===== src/rtl/uart_pkg.sv =====
// Shared types and helpers for the oversampling UART receiver.
package uart_pkg;

    localparam int unsigned RX_ENTRY_W  = 10;
    localparam int unsigned RX_FERR_BIT = 9;
    localparam int unsigned RX_PERR_BIT = 8;
    localparam int unsigned RX_DATA_W   = 8;

    typedef enum logic [2:0] {
        ST_IDLE,
        ST_START,
        ST_DATA,
        ST_PARITY,
        ST_STOP0,
        ST_STOP1,
        ST_WAIT_IDLE
    } uart_rx_os_state_t;

    // 0..3 -> 5..8 data bits
    function automatic logic [3:0] data_bits_decode(input logic [1:0] sel);
        return 4'd5 + 4'(sel);
    endfunction

endpackage


===== src/rtl/sync_fifo_fwft_with_clear.sv =====
// First-word-fall-through FIFO with synchronous flush, level count and error pulses.
module sync_fifo_fwft_with_clear #(
    parameter  int unsigned DATA_WIDTH = 10,
    parameter  int unsigned DEPTH      = 16,
    localparam int unsigned PTR_W      = $clog2(DEPTH),
    localparam int unsigned LVL_W      = $clog2(DEPTH + 1)
) (
    input  logic                  clk,
    input  logic                  rst_n,
    input  logic                  clear,
    input  logic                  wr_en,
    input  logic [DATA_WIDTH-1:0] wr_data,
    input  logic                  rd_en,
    output logic [DATA_WIDTH-1:0] rd_data,
    output logic                  empty,
    output logic                  full,
    output logic [LVL_W-1:0]      level,
    output logic                  overflow,
    output logic                  underflow
);

    logic [DATA_WIDTH-1:0] mem [DEPTH];
    logic [PTR_W-1:0]      wr_ptr_q, rd_ptr_q;
    logic [LVL_W-1:0]      level_q, level_nxt;
    logic                  empty_q, full_q, ovf_q, unf_q;
    logic                  rd_ok_c, wr_ok_c;

    // A read frees a slot in the same cycle, so a full FIFO still accepts a paired write
    assign rd_ok_c = rd_en && !empty_q && !clear;
    assign wr_ok_c = wr_en && (!full_q || rd_ok_c) && !clear;

    always_comb begin
        level_nxt = level_q;
        if (clear) begin
            level_nxt = '0;
        end else if (wr_ok_c && !rd_ok_c) begin
            level_nxt = level_q + LVL_W'(1);
        end else if (rd_ok_c && !wr_ok_c) begin
            level_nxt = level_q - LVL_W'(1);
        end
    end

    always_ff @(posedge clk or negedge rst_n) begin
        if (!rst_n) begin
            wr_ptr_q <= '0;
            rd_ptr_q <= '0;
            level_q  <= '0;
            empty_q  <= 1'b1;
            full_q   <= 1'b0;
            ovf_q    <= 1'b0;
            unf_q    <= 1'b0;
        end else begin
            if (clear) begin
                wr_ptr_q <= '0;
                rd_ptr_q <= '0;
            end else begin
                if (wr_ok_c) wr_ptr_q <= wr_ptr_q + PTR_W'(1);
                if (rd_ok_c) rd_ptr_q <= rd_ptr_q + PTR_W'(1);
            end
            level_q <= level_nxt;
            empty_q <= (level_nxt == '0);
            full_q  <= (level_nxt == LVL_W'(DEPTH));
            ovf_q   <= !clear && wr_en && full_q && !rd_ok_c;
            unf_q   <= !clear && rd_en && empty_q;
        end
    end

    always_ff @(posedge clk) begin
        if (wr_ok_c) begin
            mem[wr_ptr_q] <= wr_data;
        end
    end

    assign rd_data   = empty_q ? '0 : mem[rd_ptr_q];
    assign empty     = empty_q;
    assign full      = full_q;
    assign level     = level_q;
    assign overflow  = ovf_q;
    assign underflow = unf_q;

endmodule


===== src/rtl/uart_rx_sampler.sv =====
// Line conditioning: 2FF synchroniser, 3-sample majority vote and falling-edge detect.
module uart_rx_sampler (
    input  logic clk,
    input  logic rst,
    input  logic os_tick,
    input  logic rx_async,
    output logic vote_c,
    output logic fall_c
);

    (* ASYNC_REG = "TRUE" *) logic meta_q;
    (* ASYNC_REG = "TRUE" *) logic line_q;
    logic       prev_q;
    logic [1:0] hist_q;

    always_ff @(posedge clk) begin
        if (rst) begin
            meta_q <= 1'b1;
            line_q <= 1'b1;
            prev_q <= 1'b1;
            hist_q <= 2'b11;
        end else begin
            meta_q <= rx_async;
            line_q <= meta_q;
            prev_q <= line_q;
            if (os_tick) begin
                hist_q <= {hist_q[0], line_q};
            end
        end
    end

    // The current synced value is the third sample, so the vote is valid on the tick itself
    assign vote_c = (hist_q[1] & hist_q[0]) | (hist_q[1] & line_q) | (hist_q[0] & line_q);
    assign fall_c = prev_q & ~line_q;

endmodule


===== src/rtl/uart_rx_os.sv =====
// Oversampling UART receiver: frame FSM, RX FIFO, break/timeout/threshold status.
module uart_rx_os
    import uart_pkg::*;
#(
    parameter  int unsigned FIFO_DEPTH    = 16,
    parameter  int unsigned OVERSAMPLE    = 16,
    parameter  int unsigned TIMEOUT_CHARS = 4,
    localparam int unsigned LVL_W         = $clog2(FIFO_DEPTH + 1)
) (
    input  logic                  clk,
    input  logic                  rst,
    input  logic                  i_os_tick,
    input  logic                  i_rx_en,
    input  logic [1:0]            i_data_bits,
    input  logic                  i_use_parity,
    input  logic                  i_parity_odd,
    input  logic                  i_stop_bits,
    input  logic                  i_uart_rx,
    input  logic                  i_fifo_clear,
    input  logic                  i_fifo_rd_en,
    input  logic [LVL_W-1:0]      i_fifo_thresh,
    output logic [RX_ENTRY_W-1:0] o_fifo_rd_data,
    output logic                  o_fifo_empty,
    output logic                  o_fifo_full,
    output logic [LVL_W-1:0]      o_fifo_level,
    output logic                  o_thresh,
    output logic                  o_timeout,
    output logic                  o_break,
    output logic                  o_overflow_error,
    output logic                  o_underflow_error
);

    localparam int unsigned CNT_W      = $clog2(OVERSAMPLE);
    localparam int unsigned SAMPLE_CNT = OVERSAMPLE / 2 + 1;
    localparam int unsigned TO_TICKS   = TIMEOUT_CHARS * 10 * OVERSAMPLE;
    localparam int unsigned TO_W       = $clog2(TO_TICKS + 1);

    logic vote_c, fall_c;

    uart_rx_sampler u_sampler (
        .clk      (clk),
        .rst      (rst),
        .os_tick  (i_os_tick),
        .rx_async (i_uart_rx),
        .vote_c   (vote_c),
        .fall_c   (fall_c)
    );

    uart_rx_os_state_t     state_q, state_nxt;
    logic [CNT_W-1:0]      cnt_q, cnt_nxt;
    logic [2:0]            bit_q, bit_nxt;
    logic [RX_DATA_W-1:0]  data_q, data_nxt;
    logic                  par_q, par_nxt;
    logic                  ferr_q, ferr_nxt;
    logic                  perr_q, perr_nxt;
    logic [3:0]            nbits_q, nbits_nxt;
    logic                  use_par_q, use_par_nxt;
    logic                  odd_q, odd_nxt;
    logic                  stop2_q, stop2_nxt;
    logic                  wr_q, wr_nxt;
    logic                  brk_q, brk_nxt;
    logic [RX_ENTRY_W-1:0] entry_q, entry_nxt;
    logic                  sample_c, wrap_c;

    assign sample_c = i_os_tick && (cnt_q == CNT_W'(SAMPLE_CNT));
    assign wrap_c   = i_os_tick && (cnt_q == CNT_W'(OVERSAMPLE - 1));

    always_ff @(posedge clk) begin
        if (rst) begin
            state_q   <= ST_IDLE;
            cnt_q     <= '0;
            bit_q     <= '0;
            data_q    <= '0;
            par_q     <= 1'b0;
            ferr_q    <= 1'b0;
            perr_q    <= 1'b0;
            nbits_q   <= 4'd8;
            use_par_q <= 1'b0;
            odd_q     <= 1'b0;
            stop2_q   <= 1'b0;
            wr_q      <= 1'b0;
            brk_q     <= 1'b0;
            entry_q   <= '0;
        end else begin
            state_q   <= state_nxt;
            cnt_q     <= cnt_nxt;
            bit_q     <= bit_nxt;
            data_q    <= data_nxt;
            par_q     <= par_nxt;
            ferr_q    <= ferr_nxt;
            perr_q    <= perr_nxt;
            nbits_q   <= nbits_nxt;
            use_par_q <= use_par_nxt;
            odd_q     <= odd_nxt;
            stop2_q   <= stop2_nxt;
            wr_q      <= wr_nxt;
            brk_q     <= brk_nxt;
            entry_q   <= entry_nxt;
        end
    end

    // Frame sequencing; config is latched at start so mid-frame changes do not disturb it
    always_comb begin
        state_nxt   = state_q;
        cnt_nxt     = cnt_q;
        bit_nxt     = bit_q;
        data_nxt    = data_q;
        par_nxt     = par_q;
        ferr_nxt    = ferr_q;
        perr_nxt    = perr_q;
        nbits_nxt   = nbits_q;
        use_par_nxt = use_par_q;
        odd_nxt     = odd_q;
        stop2_nxt   = stop2_q;
        wr_nxt      = 1'b0;
        brk_nxt     = 1'b0;
        entry_nxt   = '0;

        if (i_os_tick) begin
            cnt_nxt = wrap_c ? '0 : cnt_q + CNT_W'(1);
        end

        unique case (state_q)
            ST_IDLE: begin
                cnt_nxt = '0;
                if (i_rx_en && fall_c) begin
                    state_nxt   = ST_START;
                    bit_nxt     = '0;
                    data_nxt    = '0;
                    par_nxt     = 1'b0;
                    ferr_nxt    = 1'b0;
                    perr_nxt    = 1'b0;
                    nbits_nxt   = data_bits_decode(i_data_bits);
                    use_par_nxt = i_use_parity;
                    odd_nxt     = i_parity_odd;
                    stop2_nxt   = i_stop_bits;
                end
            end
            ST_START: begin
                if (sample_c && vote_c) begin
                    state_nxt = ST_IDLE;
                end else if (wrap_c) begin
                    state_nxt = ST_DATA;
                end
            end
            ST_DATA: begin
                if (sample_c) begin
                    data_nxt[bit_q] = vote_c;
                end
                if (wrap_c) begin
                    if ({1'b0, bit_q} == nbits_q - 4'd1) begin
                        state_nxt = use_par_q ? ST_PARITY : ST_STOP0;
                    end else begin
                        bit_nxt = bit_q + 3'd1;
                    end
                end
            end
            ST_PARITY: begin
                if (sample_c) begin
                    par_nxt  = vote_c;
                    perr_nxt = ((^data_q) ^ vote_c) != odd_q;
                end
                if (wrap_c) begin
                    state_nxt = ST_STOP0;
                end
            end
            ST_STOP0: begin
                if (sample_c) begin
                    ferr_nxt = ~vote_c;
                    if ((data_q == '0) && (!use_par_q || !par_q) && !vote_c) begin
                        brk_nxt   = 1'b1;
                        state_nxt = ST_WAIT_IDLE;
                    end else if (!stop2_q) begin
                        wr_nxt    = 1'b1;
                        state_nxt = ST_IDLE;
                    end
                end else if (wrap_c && stop2_q) begin
                    state_nxt = ST_STOP1;
                end
            end
            ST_STOP1: begin
                if (sample_c) begin
                    ferr_nxt  = ferr_q | ~vote_c;
                    wr_nxt    = 1'b1;
                    state_nxt = ST_IDLE;
                end
            end
            ST_WAIT_IDLE: begin
                if (sample_c && vote_c) begin
                    state_nxt = ST_IDLE;
                end
            end
            default: begin
                state_nxt = ST_IDLE;
            end
        endcase

        entry_nxt[RX_FERR_BIT]     = ferr_nxt;
        entry_nxt[RX_PERR_BIT]     = perr_nxt;
        entry_nxt[RX_DATA_W-1:0]   = data_nxt;
    end

    sync_fifo_fwft_with_clear #(
        .DATA_WIDTH (RX_ENTRY_W),
        .DEPTH      (FIFO_DEPTH)
    ) u_fifo (
        .clk       (clk),
        .rst_n     (~rst),
        .clear     (i_fifo_clear),
        .wr_en     (wr_q),
        .wr_data   (entry_q),
        .rd_en     (i_fifo_rd_en),
        .rd_data   (o_fifo_rd_data),
        .empty     (o_fifo_empty),
        .full      (o_fifo_full),
        .level     (o_fifo_level),
        .overflow  (o_overflow_error),
        .underflow (o_underflow_error)
    );

    logic [TO_W-1:0] to_cnt_q;
    logic            timeout_q, thresh_q;
    logic            to_rst_c;

    // Any FIFO activity or line activity restarts the idle measurement
    assign to_rst_c = wr_q || (i_fifo_rd_en && !o_fifo_empty) || i_fifo_clear || (state_q != ST_IDLE);

    always_ff @(posedge clk) begin
        if (rst) begin
            to_cnt_q  <= '0;
            timeout_q <= 1'b0;
            thresh_q  <= 1'b0;
        end else begin
            if (to_rst_c) begin
                to_cnt_q <= '0;
            end else if (i_os_tick && (to_cnt_q != TO_W'(TO_TICKS))) begin
                to_cnt_q <= to_cnt_q + TO_W'(1);
            end
            timeout_q <= !to_rst_c && (to_cnt_q == TO_W'(TO_TICKS)) && !o_fifo_empty;
            thresh_q  <= (o_fifo_level >= i_fifo_thresh) && (i_fifo_thresh != '0);
        end
    end

    assign o_timeout = timeout_q;
    assign o_thresh  = thresh_q;
    assign o_break   = brk_q;

endmodule


===== config.mk =====
export PLATFORM = sky130hd
export DESIGN_NAME = uart_rx_os
export DESIGN_NICKNAME = d
export VERILOG_FILES = /design/src/rtl/uart_pkg.sv /design/src/rtl/sync_fifo_fwft_with_clear.sv /design/src/rtl/uart_rx_sampler.sv /design/src/rtl/uart_rx_os.sv
export SDC_FILE = /design/constraint.sdc
export NUM_CORES = 1
export LEC_CHECK = 0
export BUFFER_PORTS_ARGS = -buffer_cell sky130_fd_sc_hd__buf_2
export CORE_AREA = 2 2 129 131
export CTS_CLUSTER_DIAMETER = 200
export DETAILED_ROUTE_END_ITERATION = 16
export DIE_AREA = 0 0 131 133
export GPL_TIMING_DRIVEN = 0
export PLACE_DENSITY_LB_ADDON = 0.1
export SYNTH_ARGS = -nofsm -noshare
export SYNTH_HDL_FRONTEND = slang
export SYNTH_SLANG_ARGS = --single-unit

===== constraint.sdc =====
create_clock -name clk -period 3.2 [get_ports clk]
set_clock_uncertainty 0.1 [all_clocks]
set_input_delay 0.32 -clock clk [delete_from_list [all_inputs] [get_ports clk]]
set_output_delay 0.32 -clock clk [all_outputs]
set_load 0.02 [all_outputs]

== Word level (Yosys, flattened, before mapping) ==
Memories as Yosys holds them, arrays and structs flattened.
Cells that the tools add are included.

* $lt $le $gt $ge: 3
* Eq/ne operators: 24
* Reduce and logical (&&, ||, !) cells: 54
* Add/sub/neg operators: 9
* Bitwise logic cells: 12
* Mux-type cells: 51

{| class="wikitable"
|+ Operators by type and width
! cell !! number
|-
| two-way mux 3 bit || 16
|-
| logical AND 1 bit || 23
|-
| one-hot mux 3 bit (7 select lines) || 1
|-
| two-way mux 4 bit || 5
|-
| two-way mux 8 bit || 2
|-
| inequality test 2 bit (second input constant) || 8
|-
| one-hot mux 8 bit (2 select lines) || 1
|-
| two-way mux 1 bit || 15
|-
| two-way mux 5 bit || 3
|-
| adder 4 x 1 -> 4 bit (second input constant) || 3
|-
| adder 10 x 1 -> 10 bit (second input constant) || 1
|-
| equality test 10 bit (second input constant) || 1
|-
| two-way mux 10 bit || 1
|-
| inequality test 10 bit (second input constant) || 1
|-
| equality test 3 bit (second input constant) || 3
|-
| logical NOT 1 bit || 9
|-
| AND reduction 9 bit || 1
|-
| bitwise mux 8 bit || 1
|-
| equality test 4 bit (second input constant) || 2
|-
| logical NOT 8 bit || 1
|-
| nonzero test 2 bit || 4
|-
| parity 8 bit || 1
|-
| equality test 3 x 2 -> 1 bit (second input constant) || 2
|-
| inequality test 3 bit (second input constant) || 2
|-
| 31 further kinds || 46
|}

* Memories: 1
* Word-level logic and storage cells: 182
* Register bits: 74
* Output and inout bits: 22
* Input bits: 17
* Bits in writable memories: 160

{| class="wikitable"
|+ Memories
! name !! words !! bits a word !! read ports !! clocked after Yosys merged registers in !! wr ports !! line !! RTL
|-
| u_fifo.mem || 16 || 10 || 1 || 0 || 1 || sync_fifo_fwft_with_clear.sv:22 || <nowiki>logic [DATA_WIDTH-1:0] mem [DEPTH];</nowiki>
|}

== Depth between registers and ports, before layout ==
* Word-level depth: 12
* Mapped depth: 9
* Mapped depth without buffers: 8

== Hierarchy ==
From an unflattened synthesis, not the netlist that was laid out.

* Cells, all modules: 689
* Area, all modules: 9711.8 um^2

{| class="wikitable"
|+ Modules (own cells, without submodules)
! module !! area each (um^2) !! times used !! cells an instance !! seq. area each (um^2)
|-
| sync_fifo_fwft_with_clear || 7089.3 || 1 || 369 || 5231.3
|-
| uart_rx_os || 2456.1 || 1 || 306 || 840.8
|-
| uart_rx_sampler || 166.4 || 1 || 14 || 100.1
|}

== Worst setup path before layout ==
No wires, ideal clock.

* Path kind: register to register
* From: register u_fifo.empty_q, in the netlist u_fifo.empty
* To: memory u_fifo.mem[0][0], enable pin
* Library setup time: 0.390 ns
* Cell stages (with the launch flop): 8
* Clock period less this slack: 2.601 ns
* Slack: 0.599 ns
* Arrival time: 2.111 ns
* Path through: dfstp_2 -> nand2b_1 -> clkbuf_1 -> o21ai_1 -> nand2_1 -> nor2_1 -> nand2_1 -> nor3_1

* Cells in the longest elaborated chain, start to end: 8

{| class="wikitable"
|+ Ends and longest elaborated chain
! what !! line !! RTL
|-
| from (decl) || sync_fifo_fwft_with_clear.sv:25 || <nowiki>logic empty_q, full_q, ovf_q, unf_q;</nowiki>
|-
| from (signal assigned) || sync_fifo_fwft_with_clear.sv:61 || <nowiki>empty_q <= (level_nxt == '0);</nowiki>
|-
| logical NOT 1 bit || sync_fifo_fwft_with_clear.sv:29 || <nowiki>assign rd_ok_c = rd_en && !empty_q && !clear;</nowiki>
|-
| logical AND 1 bit (2 in series) || sync_fifo_fwft_with_clear.sv:29 ||
|-
| logical OR 1 bit || sync_fifo_fwft_with_clear.sv:30 || <nowiki>assign wr_ok_c = wr_en && (!full_q || rd_ok_c) && !clear;</nowiki>
|-
| logical AND 1 bit (2 in series) || sync_fifo_fwft_with_clear.sv:30 ||
|-
| two-way mux 1 bit || sync_fifo_fwft_with_clear.sv:69 || <nowiki>if (wr_ok_c) begin</nowiki>
|-
| two-way mux 1 bit (not written as such) || sync_fifo_fwft_with_clear.sv:70 || <nowiki>mem[wr_ptr_q] <= wr_data;</nowiki>
|-
| to (decl) || sync_fifo_fwft_with_clear.sv:22 ||
|}

No other way between the ends.

== Final worst setup path ==
* From: register u_fifo.rd_ptr_q[1]
* To: output port o_fifo_rd_data[4]

* Cells in the longest elaborated chain, start to end: 2

{| class="wikitable"
|+ Ends and longest elaborated chain
! what !! line !! RTL
|-
| from (decl) || sync_fifo_fwft_with_clear.sv:23 || <nowiki>logic [PTR_W-1:0] wr_ptr_q, rd_ptr_q;</nowiki>
|-
| from (signal assigned) || sync_fifo_fwft_with_clear.sv:58 || <nowiki>if (rd_ok_c) rd_ptr_q <= rd_ptr_q + PTR_W'(1);</nowiki>
|-
| memory (16 x 10 bit) || -- ||
|-
| two-way mux 10 bit || sync_fifo_fwft_with_clear.sv:74 || <nowiki>assign rd_data = empty_q ? '0 : mem[rd_ptr_q];</nowiki>
|-
| to (decl) || uart_rx_os.sv:22 || <nowiki>output logic [RX_ENTRY_W-1:0] o_fifo_rd_data,</nowiki>
|}

No other way between the ends.

==> Implementation_results.wiki <==
{| class="wikitable"
! Metric !! Value
|-
| Outcome || finished, final reports clean
|-
| Hold path startpoint || i_data_bits[0]
|-
| Area growth from synthesis to layout || 14.47%
|-
| Area share of fa/ha/maj cells after synthesis || 0.03109
|-
| Total leakage power || 3.670 nW
|-
| Post-layout instance area || 11,010 um^2
|-
| Simple-gate portion of the synthesized area || 0.1011
|-
| Leading register cell type out of synthesis || edfxtp_1
|-
| Share of layout cells above drive strength 1 || 0.2080
|-
| DIE HEIGHT || 133 um
|-
| Routed vias/inst || 5.890
|-
| Clock tree from TritonCTS || built
|-
| Delay of the slowest critical-path stage || 500 ps
|-
| Initial antenna violation count || 0
|-
| Filler Cell Count || 1,121
|-
| Number of flip-flops and latches in the synthesized netlist || 224
|-
| Worst hold path endpoint || nbits_q[0]
|-
| Gp weighted congestion || 0.8671
|-
| Area of combinational cells with multiple inputs || 3212 um^2
|-
| RR Startpoint || u_fifo.empty
|-
| Min-delay worst type || input port to flop
|-
| Actual slew at the worst max-slew pin || 1086 ps
|-
| Max Clock Freq || 0.3244 GHz
|-
| Worst-path cell with the longest stage delay || mux4_2
|-
| Pin count of the biggest net entering global routing || 22
|-
| Share of flip-flops with an asynchronous set or reset || 0.07589
|-
| Worst voltage drop across the vdd grid || 0.4793 mV
|-
| Combinational family with the most area after synthesis || multiplexers
|-
| Depth of the most critical reg-to-reg path || 7
|-
| Worst R2R Setup Slack || 200 ps
|-
| # nets final || 774
|-
| Sum of overflow across all layers after global routing || 0
|-
| Clock transition at path regs || 60 ps
|-
| Largest fanout on the critical path || 10
|-
| Max-slew violation total from the final report || 0
|-
| Worst path cell trace || clkbuf_1 > clkbuf_4 > mux4_2 > mux4_2 > nor2b_1 > buf_2
|-
| Combined buffer and inverter count along the critical path || 3
|-
| Crit path max-delay family || multiplexers
|-
| Post-DR wirelength/cell || 20.73 um
|-
| Hold-critical path depth || 4
|-
| GRT Total Usage || 0.2421
|-
| Starting density of the core || 0.5947
|-
| Die W || 131 um
|-
| Final total power || 7.282 mW
|-
| Number of antenna cells inserted || 0
|-
| DIE AREA || 17,420 um^2
|-
| Number of flops mapped to enable cells by yosys || 160
|-
| Synthesized area divided by synthesized cell count || 14.46 um^2
|-
| Vias in the first global route || 5,730
|-
| I/O pin count || 39
|-
| Length of the first detailed-routing pass in iterations || 5
|-
| Required @ worst endpoint || 2780 ps
|-
| Multiplexer fraction of the synthesized cell area || 0.1238
|-
| Area of the mapped netlist || 9618 um^2
|-
| Cell row count || 47
|-
| Root buf cell || clkbuf_16
|-
| Core outline area || 16,170 um^2
|-
| Slew margin rel. || 0.2735
|-
| Initial DRC count || 535
|-
| Total Neg Setup Slack || 0 ps
|-
| Total DRC errors in the routed layout || 0
|-
| Crit path top cell by count || mux4_2
|-
| Launching element of the worst setup path || u_fifo.rd_ptr_q[1]
|-
| Number of buffers added on ports || 38
|-
| Kind of start point of the critical path || flop
|-
| Worst path arrival time || 2660 ps
|-
| Final worst path period share || 0.9633
|-
| Setup repair after global routing missed its margin || no
|-
| H-tree depth reported by CTS || 1
|-
| First-pass GRT wire length || 31,760 um
|-
| Detailed Route WL || 20,110 um
|-
| Clock Tree Buf Depth || 3
|-
| Final hold violation count || 0
|-
| Xor/xnor cell area share of the yosys netlist || 0.02459
|-
| Proportion of synthesized chip area in sequential cells || 0.6417
|-
| Post-detailed-placement half-perimeter wirelength || 13,390 um
|-
| Placed standard-cell area || 10,100 um^2
|-
| Critical setup path kind || flop to output pin
|-
| Cell Pwr Density || 661.4 nW/um^2
|-
| Endpoint of the worst register-to-register path || u_fifo.mem[4][4]
|-
| CTS sink count || 224
|-
| Setup Viol. Count Final || 0
|-
| Minimum clock period || 3083 ps
|-
| Net Count, Synth || 705
|-
| Yosys warns || 0
|-
| Compound-cell area share of the yosys netlist || 0.05100
|-
| Final core utilization || 0.6808
|-
| Number of distinct library cell variants in the gate-level netlist after synthesis || 60
|-
| Area occupied by registers || 6173 um^2
|-
| Instance count of the mapped netlist || 665
|-
| Maximum Capacitance Violations || 0
|-
| Post-CTS setup buffer count || 0
|-
| Detail Route Antenna Nets || 0
|-
| Critical path capture point type || output pin
|-
| Num CTS Buffers || 23
|-
| Total vias in the final route || 5,713
|-
| Clock Latency Late Sink || 500 ps
|}
==> Yosys cell counts, types with 3 or more instances <==
| cell type | instances | area [um^2] |
|---|---|---|
| a211oi_1 | 8 | 60.06 |
| a21o_1 | 3 | 22.52 |
| a21oi_1 | 29 | 145.1 |
| a31oi_1 | 8 | 50.05 |
| and3_1 | 7 | 43.79 |
| buf_1 | 4 | 15.01 |
| buf_2 | 7 | 35.03 |
| clkbuf_1 | 22 | 82.58 |
| dfrtp_1 | 16 | 400.4 |
| dfxtp_1 | 47 | 940.9 |
| edfxtp_1 | 160 | 4805 |
| ha_1 | 23 | 287.8 |
| inv_1 | 28 | 105.1 |
| mux2i_1 | 5 | 50.05 |
| mux4_2 | 50 | 1126 |
| nand2_1 | 44 | 165.2 |
| nand2b_1 | 5 | 31.28 |
| nand3_1 | 9 | 45.04 |
| nand3b_1 | 5 | 37.54 |
| nand4_1 | 5 | 31.28 |
| nor2_1 | 55 | 206.5 |
| nor2b_1 | 16 | 100.1 |
| nor3_1 | 20 | 100.1 |
| nor4_1 | 5 | 31.28 |
| o21ai_0 | 14 | 70.07 |
| or2_2 | 4 | 25.02 |
| or3_1 | 3 | 18.77 |
| xnor2_1 | 10 | 87.58 |
| xor2_1 | 17 | 148.9 |
==> logic make-up (layout without fill, tap and decap cells) <==
kind of cell | Yosys count | count (layout)
AOI/OAI and AO/OA | 77 | 77
xor gates and xnor gates | 27 | 27
adders and majority gates | 24 | 24
buffers and inverters | 63 | 148
DFF | 224 | 224
muxes | 56 | 56
and+or+nand+nor | 194 | 194
==> layer usage <==
metal	part of all wire	wire (um)	up-vias	track usage
li1	-	-	2645	-
met1	0.41	8173	2862	0.3263
met2	0.52	10500	178	0.4076
met3	0.050	1006	28	0.04327
met4	0.021	431	0	0.06619
met5	0	0	-	0
==> worst register-to-register path, delay by kind of cell, from the launching register on <==
family | cells | cell delay (ps)
AOI/OAI and AO/OA | 1 | 250
DFF | 1 | 400
buffers and inverters | 1 | 220
and+or+nand+nor | 5 | 1640
==> power by group <==
group / internal, mW / switching (mW)
clock: 1.79 / 1.06
combinational: 0.516 / 0.707
sequential: 3.14 / 0.0719
==> worst max path at each step <==
stage / endpoint / slack (ps) / cells past startpoint
floorplan: u_fifo.mem[0][0] / 600 / 7
global placement: u_fifo.mem[3][2] / -100 / 7
finish: o_fifo_rd_data[4] / 120 / 6
global route: o_fifo_rd_data[7] / 10 / 6
CTS: o_fifo_rd_data[7] / 30 / 6
detailed placement: u_fifo.mem[10][3] / 170 / 7
==> sequential cells by signal, indices dropped and copies added (netlist names), 2 cells and up, named ones only <==
| name | count |
|---|---|
| u_fifo.level | 5 |
| bit_q | 3 |
| u_fifo.mem | 160 |
| nbits_q | 4 |
| u_fifo.wr_ptr_q | 4 |
| cnt_q | 4 |
| state_q | 3 |
| to_cnt_q | 10 |
| u_sampler.hist_q | 2 |
| u_fifo.rd_ptr_q | 4 |
==> stage by stage <==
step,setup slack [ps],hold slack [ps],cells
after floorplan,599.3,176.0,665
after global placement,-103.6,297.0,923
after detailed placement,173.2,294.5,923
after CTS,34.36,69.79,970
after global routing,14.72,117.9,970
final,117.3,76.81,970
==> layout by cell type (no fill, tap or decap), types with 8 or more instances in the layout <==
cell type | Yosys | final
xnor2_1 | 10 | 10
edfxtp_1 | 160 | 160
buf_2 | 7 | 43
a21oi_1 | 29 | 29
nor2b_1 | 16 | 16
nor3_1 | 20 | 16
a31oi_1 | 8 | 8
mux4_2 | 50 | 50
clkbuf_1 | 22 | 18
nand2_1 | 44 | 44
inv_1 | 28 | 28
dfrtp_1 | 16 | 15
o21ai_0 | 14 | 14
a211oi_1 | 8 | 8
clkbuf_16 | 0 | 23
nand3_1 | 9 | 9
nor2_1 | 55 | 54
dfxtp_1 | 47 | 47
xor2_1 | 17 | 17
ha_1 | 23 | 23
==> area by class of cell <==
cell class	count	area share
buffer	34	0.01557
clock buffer	24	0.05262
clock inverter	17	0.02114
inverter	28	0.009547
multi-input combinational	378	0.2917
sequential	224	0.5607
tap	220	0.02500
timing repair buffer	45	0.02364
==> timing repair <==
| action | 4_1_cts | 5_1_grt |
|---|---|---|
| setup endpoints to repair | 10 | 18 |
| hold buffers | 7 | 0 |
| hold endpoints to repair | 22 | 0 |
| gates resized for setup | 11 | 5 |
(Power assumes the default switching activity.)
